<file path="config.mk">
export PLATFORM = sky130hd
export DESIGN_NAME = fp_result_writer
export DESIGN_NICKNAME = d
export VERILOG_FILES = /design/src/rtl/fp16_pkg.sv /design/src/rtl/fp_result_ram.sv /design/src/rtl/fp_result_writer.sv
export SDC_FILE = /design/constraint.sdc
export NUM_CORES = 1
export LEC_CHECK = 0
export ABC_AREA = 1
export CORE_UTILIZATION = 40
export DETAILED_ROUTE_END_ITERATION = 8
export SLEW_MARGIN = 20
export SYNTH_ARGS = -nofsm -noshare
export SYNTH_HDL_FRONTEND = slang
export SYNTH_HIERARCHICAL = 1
export SYNTH_SLANG_ARGS = --single-unit
export TNS_END_PERCENT = 100
</file>
<file path="constraint.sdc">
create_clock -name clk -period 6.4 [get_ports clk]
set_input_delay 0.64 -clock clk [delete_from_list [all_inputs] [get_ports clk]]
set_output_delay 0.64 -clock clk [all_outputs]
set_load 0.005 [all_outputs]
</file>
<file path="src/rtl/fp16_pkg.sv">
// Shared FP16 result-writer definitions: widths, flag bit positions, writer FSM states.
// Latency: n/a (types and constants only).
// Backpressure: n/a.
// Config macro: FP_RESULT_FLAGS_EN selects whether the class flags are kept alongside the product.
package fp16_pkg;

  localparam int FP16_W   = 16;
  localparam int RESULT_W = 32;
  localparam int FLAGS_W  = 6;

  // Flag vector bit positions: {snan,qnan,inf,zero,subnormal,normal}
  localparam int FLAG_SNAN      = 5;
  localparam int FLAG_QNAN      = 4;
  localparam int FLAG_INF       = 3;
  localparam int FLAG_ZERO      = 2;
  localparam int FLAG_SUBNORMAL = 1;
  localparam int FLAG_NORMAL    = 0;

  // Writer FSM encoding
  typedef logic [1:0] wr_state_t;
  localparam wr_state_t ST_IDLE  = 2'd0;
  localparam wr_state_t ST_WRITE = 2'd1;
  localparam wr_state_t ST_FULL  = 2'd2;

`ifdef FP_RESULT_FLAGS_EN
  localparam int HOLD_W = FLAGS_W + FP16_W;   // {flags, product}
`else
  localparam int HOLD_W = FP16_W;             // product only
`endif

  // The hold word is laid out so that zero-extension gives the stored result word.
  function automatic logic [RESULT_W-1:0] pack_result(input logic [HOLD_W-1:0] hold);
    return {{(RESULT_W-HOLD_W){1'b0}}, hold};
  endfunction

endpackage

</file>
<file path="src/rtl/fp_result_ram.sv">
// Result storage: DEPTH x 32 array, one synchronous write port, one combinational read port.
// Latency: write lands at the clock edge; read is combinational (old data until the edge).
// Backpressure: none; the writer controls when we is asserted.
// Ports: clk, rst (async, active-high, clears valid bits only), clear (sync invalidate all),
//        we/waddr/wdata (write port), raddr/rdata (read port, 0 for invalid or out-of-range).
module fp_result_ram
  import fp16_pkg::*;
#(
  parameter int DEPTH  = 21,
  parameter int ADDR_W = 5
) (
  input  logic                clk,
  input  logic                rst,
  input  logic                clear,
  input  logic                we,
  input  logic [ADDR_W-1:0]   waddr,
  input  logic [RESULT_W-1:0] wdata,
  input  logic [ADDR_W-1:0]   raddr,
  output logic [RESULT_W-1:0] rdata
);

  logic [RESULT_W-1:0] mem [DEPTH];
  logic [DEPTH-1:0]    valid;

  // Data array is intentionally not reset; the valid bits gate every read.
  always_ff @(posedge clk) begin
    if (we) begin
      mem[waddr] <= wdata;
    end
  end

  always_ff @(posedge clk or posedge rst) begin
    if (rst) begin
      valid <= '0;
    end else if (clear) begin
      valid <= '0;
    end else if (we) begin
      valid[waddr] <= 1'b1;
    end
  end

  always_comb begin
    rdata = '0;
    if (32'(raddr) < DEPTH) begin
      if (valid[raddr]) begin
        rdata = mem[raddr];
      end
    end
  end

endmodule

</file>
<file path="src/rtl/fp_result_writer.sv">
// Packs FP16 products (plus class flags when FP_RESULT_FLAGS_EN) into 32-bit words at sequential addresses.
// Latency: accept edge -> write edge one cycle later; throughput one result per two cycles.
// Backpressure: in_ready high only in IDLE; once DEPTH entries are written it stays low until rst/clear.
// Ports: clk, rst (async, active-high), clear (sync restart), in_valid/in_ready/in_product/in_flags
//        (producer side), rd_addr/rd_data (combinational readback), wr_count, full, overflow (sticky).
// Config macro: FP_RESULT_FLAGS_EN -> word = {10'b0, flags, product}; otherwise {16'b0, product}.
module fp_result_writer
  import fp16_pkg::*;
#(
  parameter int DEPTH  = 21,
  parameter int ADDR_W = 5
) (
  input  logic                clk,
  input  logic                rst,
  input  logic                clear,
  input  logic                in_valid,
  output logic                in_ready,
  input  logic [FP16_W-1:0]   in_product,
  input  logic [FLAGS_W-1:0]  in_flags,
  input  logic [ADDR_W-1:0]   rd_addr,
  output logic [RESULT_W-1:0] rd_data,
  output logic [ADDR_W:0]     wr_count,
  output logic                full,
  output logic                overflow
);

  localparam logic [ADDR_W-1:0] LAST_PTR  = ADDR_W'(DEPTH - 1);
  localparam logic [ADDR_W:0]   DEPTH_CNT = (ADDR_W + 1)'(DEPTH);

  wr_state_t           state;
  logic [ADDR_W-1:0]   wr_ptr;
  logic [HOLD_W-1:0]   hold;
  logic [HOLD_W-1:0]   hold_next;
  logic                ram_we;

`ifdef FP_RESULT_FLAGS_EN
  assign hold_next = {in_flags, in_product};
`else
  logic unused_flags;
  assign unused_flags = ^in_flags;
  assign hold_next    = in_product;
`endif

  assign in_ready = (state == ST_IDLE);
  assign full     = (wr_count == DEPTH_CNT);
  // A clear in the WRITE cycle drops the pending word.
  assign ram_we   = (state == ST_WRITE) && !clear;

  always_ff @(posedge clk or posedge rst) begin
    if (rst) begin
      state    <= ST_IDLE;
      wr_ptr   <= '0;
      wr_count <= '0;
      overflow <= 1'b0;
      hold     <= '0;
    end else if (clear) begin
      state    <= ST_IDLE;
      wr_ptr   <= '0;
      wr_count <= '0;
      overflow <= 1'b0;
      hold     <= '0;
    end else begin
      case (state)
        ST_IDLE: begin
          if (in_valid) begin
            hold  <= hold_next;
            state <= ST_WRITE;
          end
        end
        ST_WRITE: begin
          wr_count <= wr_count + 1'b1;
          // Pointer parks on the last entry; no wrap-around.
          if (wr_ptr == LAST_PTR) begin
            state <= ST_FULL;
          end else begin
            wr_ptr <= wr_ptr + 1'b1;
            state  <= ST_IDLE;
          end
        end
        ST_FULL: begin
          if (in_valid) begin
            overflow <= 1'b1;
          end
        end
        default: begin
          state <= ST_IDLE;
        end
      endcase
    end
  end

  fp_result_ram #(
    .DEPTH  (DEPTH),
    .ADDR_W (ADDR_W)
  ) u_ram (
    .clk   (clk),
    .rst   (rst),
    .clear (clear),
    .we    (ram_we),
    .waddr (wr_ptr),
    .wdata (pack_result(hold)),
    .raddr (rd_addr),
    .rdata (rd_data)
  );

endmodule

</file>
==> results.yml <==
timing:
  fmax_mhz: 233
  min_period_over_period_pct: 67.0
  tns_ns: 0
  rsz0062_at_grt: "false"
  relSlewSlack_pct: 27.7
  slew_viol_final: 0
  finalClockSkew_ns: 0.0210
  max_slew.worst_pin.slew_ns: 1.08
  post-route-min-period_ns: 4.29
  setup_viol: 0
  hold_viol_final: 0
worst_setup_path:
  reg2reg_depth: 6
  required_ns: 5.76
  cp-start-kind: "input pin"
  worstPathArrival_ns: 3.65
  r2r_start: "state[1]$_DFFE_PP0P_"
  crit_slowest_cell: "buf_4"
  worst_path_most_repeated_cell: "nand2_1"
  cp-startpoint: "rd_addr[0]"
  worstPathCellList: "buf_8, inv_8, buf_4, nand2_1, nand2_1, nand2_1, nand2_1, nand2_1, nand2_1, nand3_1, nand2_1, nand2_1, inv_1, clkdlybuf4s50_1"
  crit_path_end: "rd_data[27]"
  worstPathMaxFanout: 117
  rrSetupSlack_ns: 3.41
  r2r_end: "u_ram/mem[10][18]$_DFFE_PP_"
  cp_slowest_stage_delay_ns: 0.54
  crit_path_end_kind: "output port"
  path_class: "input pin to output port"
detailed_routing:
  vias_per_cell: 4.62
  post_drt_wl_per_cell_um: 17.2
  drt-total-wl_um: 77400
  drc_errors: 0
  dr_total_vias: 20700
  drtAntennaViolNets: 0
  drt_iter0_drc: 1549
  first_pass_iters: 5
cts:
  clock_path_buffers: 3
  cts_tree: "yes"
  cts_root_buf: "clkbuf_16"
  cts_setup_buffers: 0
  clock_sinks: 723
  cts_hold_buffers: 0
  cts.repair.resized: 0
  clock_latency_ns: 0.62
  clk_pin_slew_ns: 0.06
  cts_htree_levels: 3
  cts_buffers: 77
hold_path:
  hold_class: "input pin to async pin"
global_route:
  grt_pass1_vias: 20000
  antenna_found_initial: 0
  grt_first_pass_wirelength_um: 119000
  grt-ovfl-total: 0
  groute.usage.overall_pct: 20.1
  grt_max_degree: 153
place:
  port_buffers: 65
  dp.final_hpwl_um: 41800
  place.gp.congestion: 0.743
floorplanning:
  die_h_um: 281
  rows: 102
  core_sq_um: 77300
  die_w_um: 281
  start_util_pct: 40.3
  num_io_pins: 72
  die_area_sq_um: 79100
logic_synthesis:
  syn_area_sq_um: 31200
  synth_warnings: 6
  yosysSeqAreaShare_pct: 68.8
  synth_seq_cells: 723
  syn-mean-instance-area_sq_um: 10.3
  yosysUniqueCellTypes: 27
  syn_inst: 3018
final_layout:
  drive_gt1_share_pct: 5.80
  syn_to_final_growth_pct: 17.1
  diodes: 0
  nets: 3423
  fin_util_pct: 47.2
power_and_ir_drop:
  power.total_mw: 10.2
  power.leakage_nw: 15.6
  cellPowerDensity_nw_per_um2: 279
  ir_drop_mv: 0.190
run_status:
  status: "finished, final reports clean"
job:
  drv_cap: 0
## cell usage in the layout (no fill, tap or decap), types with 37 or more instances in the layout
master,netlist,routed
buf_4,17,48
clkbuf_16,0,80
clkdlybuf4s50_1,0,61
conb_1,1,336
dfrtp_1,51,51
edfxtp_1,672,672
inv_1,398,397
nand2_1,916,916
nand3_1,331,331
nand4_1,37,37
nor2_1,288,268
o21ai_0,66,66
o21ai_1,56,56
## cell families after synthesis
kind of cell               Yosys count  synth area share (%)
adders and majority gates            4                 0.161
and+or+nand+nor                   1589                  21.0
other                                1                0.0120
AOI/OAI and AO/OA                  139                  2.30
DFF                                723                  68.8
buffers and inverters              562                  7.75
## state kept, by name, indices dropped and copies added (netlist names)
signal,flops
u_ram/mem,672
hold,16
u_ram/valid,21
wr_count,6
state,2
wr_ptr,5
overflow,1
## Yosys cell counts (all sizes together)
library cell / n / area [sq um]
dfrtp: 51 / 1280
nor3: 4 / 20.0
or2: 1 / 6.26
nand2: 921 / 3480
inv: 404 / 1520
nand4: 37 / 231
nor4: 1 / 6.26
nor2: 293 / 1120
clkbuf: 23 / 87.6
ha: 4 / 50.1
buf: 135 / 813
conb: 1 / 3.75
o22ai: 17 / 106
o21ai: 122 / 611
nor3b: 1 / 7.51
edfxtp: 672 / 20200
nand3: 331 / 1660
## where the power goes
| group | total [mW] | switching [mW] | internal (mW) | leakage, nW |
|---|---|---|---|---|
| registers | 5.25 | 0.0523 | 5.20 | 6.81 |
| clock network | 4.35 | 1.82 | 2.53 | 1.20 |
| logic | 0.591 | 0.426 | 0.165 | 7.61 |
| total | 10.2 | 2.29 | 7.90 | 15.6 |
## layout make-up
class	instances	area, sq um
Clock inverter	41	340
Timing Repair Buffer	114	1050
Multi-Input combinational cell	2068	8720
Clock buffer	99	2110
Sequential cell	723	21500
Inverter	404	1530
Fill cell	7114	40800
Tap cell	1040	1300
## layer usage
metal  part of all wire (%)  global-route usage, %  routed length (um)
met1                     44                   26.8               34400
met2                     48                   33.6               36900
met4                    2.7                   6.77                2130
met3                    5.1                   2.82                3950
met5                      0                      0                   0
## how the worst min path moves through the flow
stage,startpoint,to,slack (ns),cells past startpoint
4_1_cts,rst,wr_ptr[3]$_DFFE_PP0P_,0.45,3
2_1_floorplan,u_ram/valid[17]$_DFFE_PP0P_,u_ram/valid[17]$_DFFE_PP0P_,0.46,2
5_1_grt,rst,wr_ptr[1]$_DFFE_PP0P_,0.49,3
3_5_place_dp,u_ram/valid[17]$_DFFE_PP0P_,u_ram/valid[17]$_DFFE_PP0P_,0.48,2
3_3_place_gp,overflow$_DFFE_PP0P_,overflow$_DFFE_PP0P_,0.47,2
6_report,rst,wr_ptr[1]$_DFFE_PP0P_,0.45,3
## metrics by stage
stage	cells	setup slack [ns]	hold slack, ns	area [sq um]
after detailed placement	4349	2.00	0.485	34100
after global routing	4489	1.86	0.486	36500
final	4489	2.11	0.450	36500
after CTS	4489	2.00	0.452	36500
after global placement	4349	2.00	0.465	34100
after floorplan	3353	1.81	0.461	32400
## critical path: cells and delay by family
kind                   cells  cell delay [ns]
buffers and inverters      5             1.81
AND/OR/NAND/NOR            9             0.94
No activity file was read; power rests on OpenSTA's default activity.
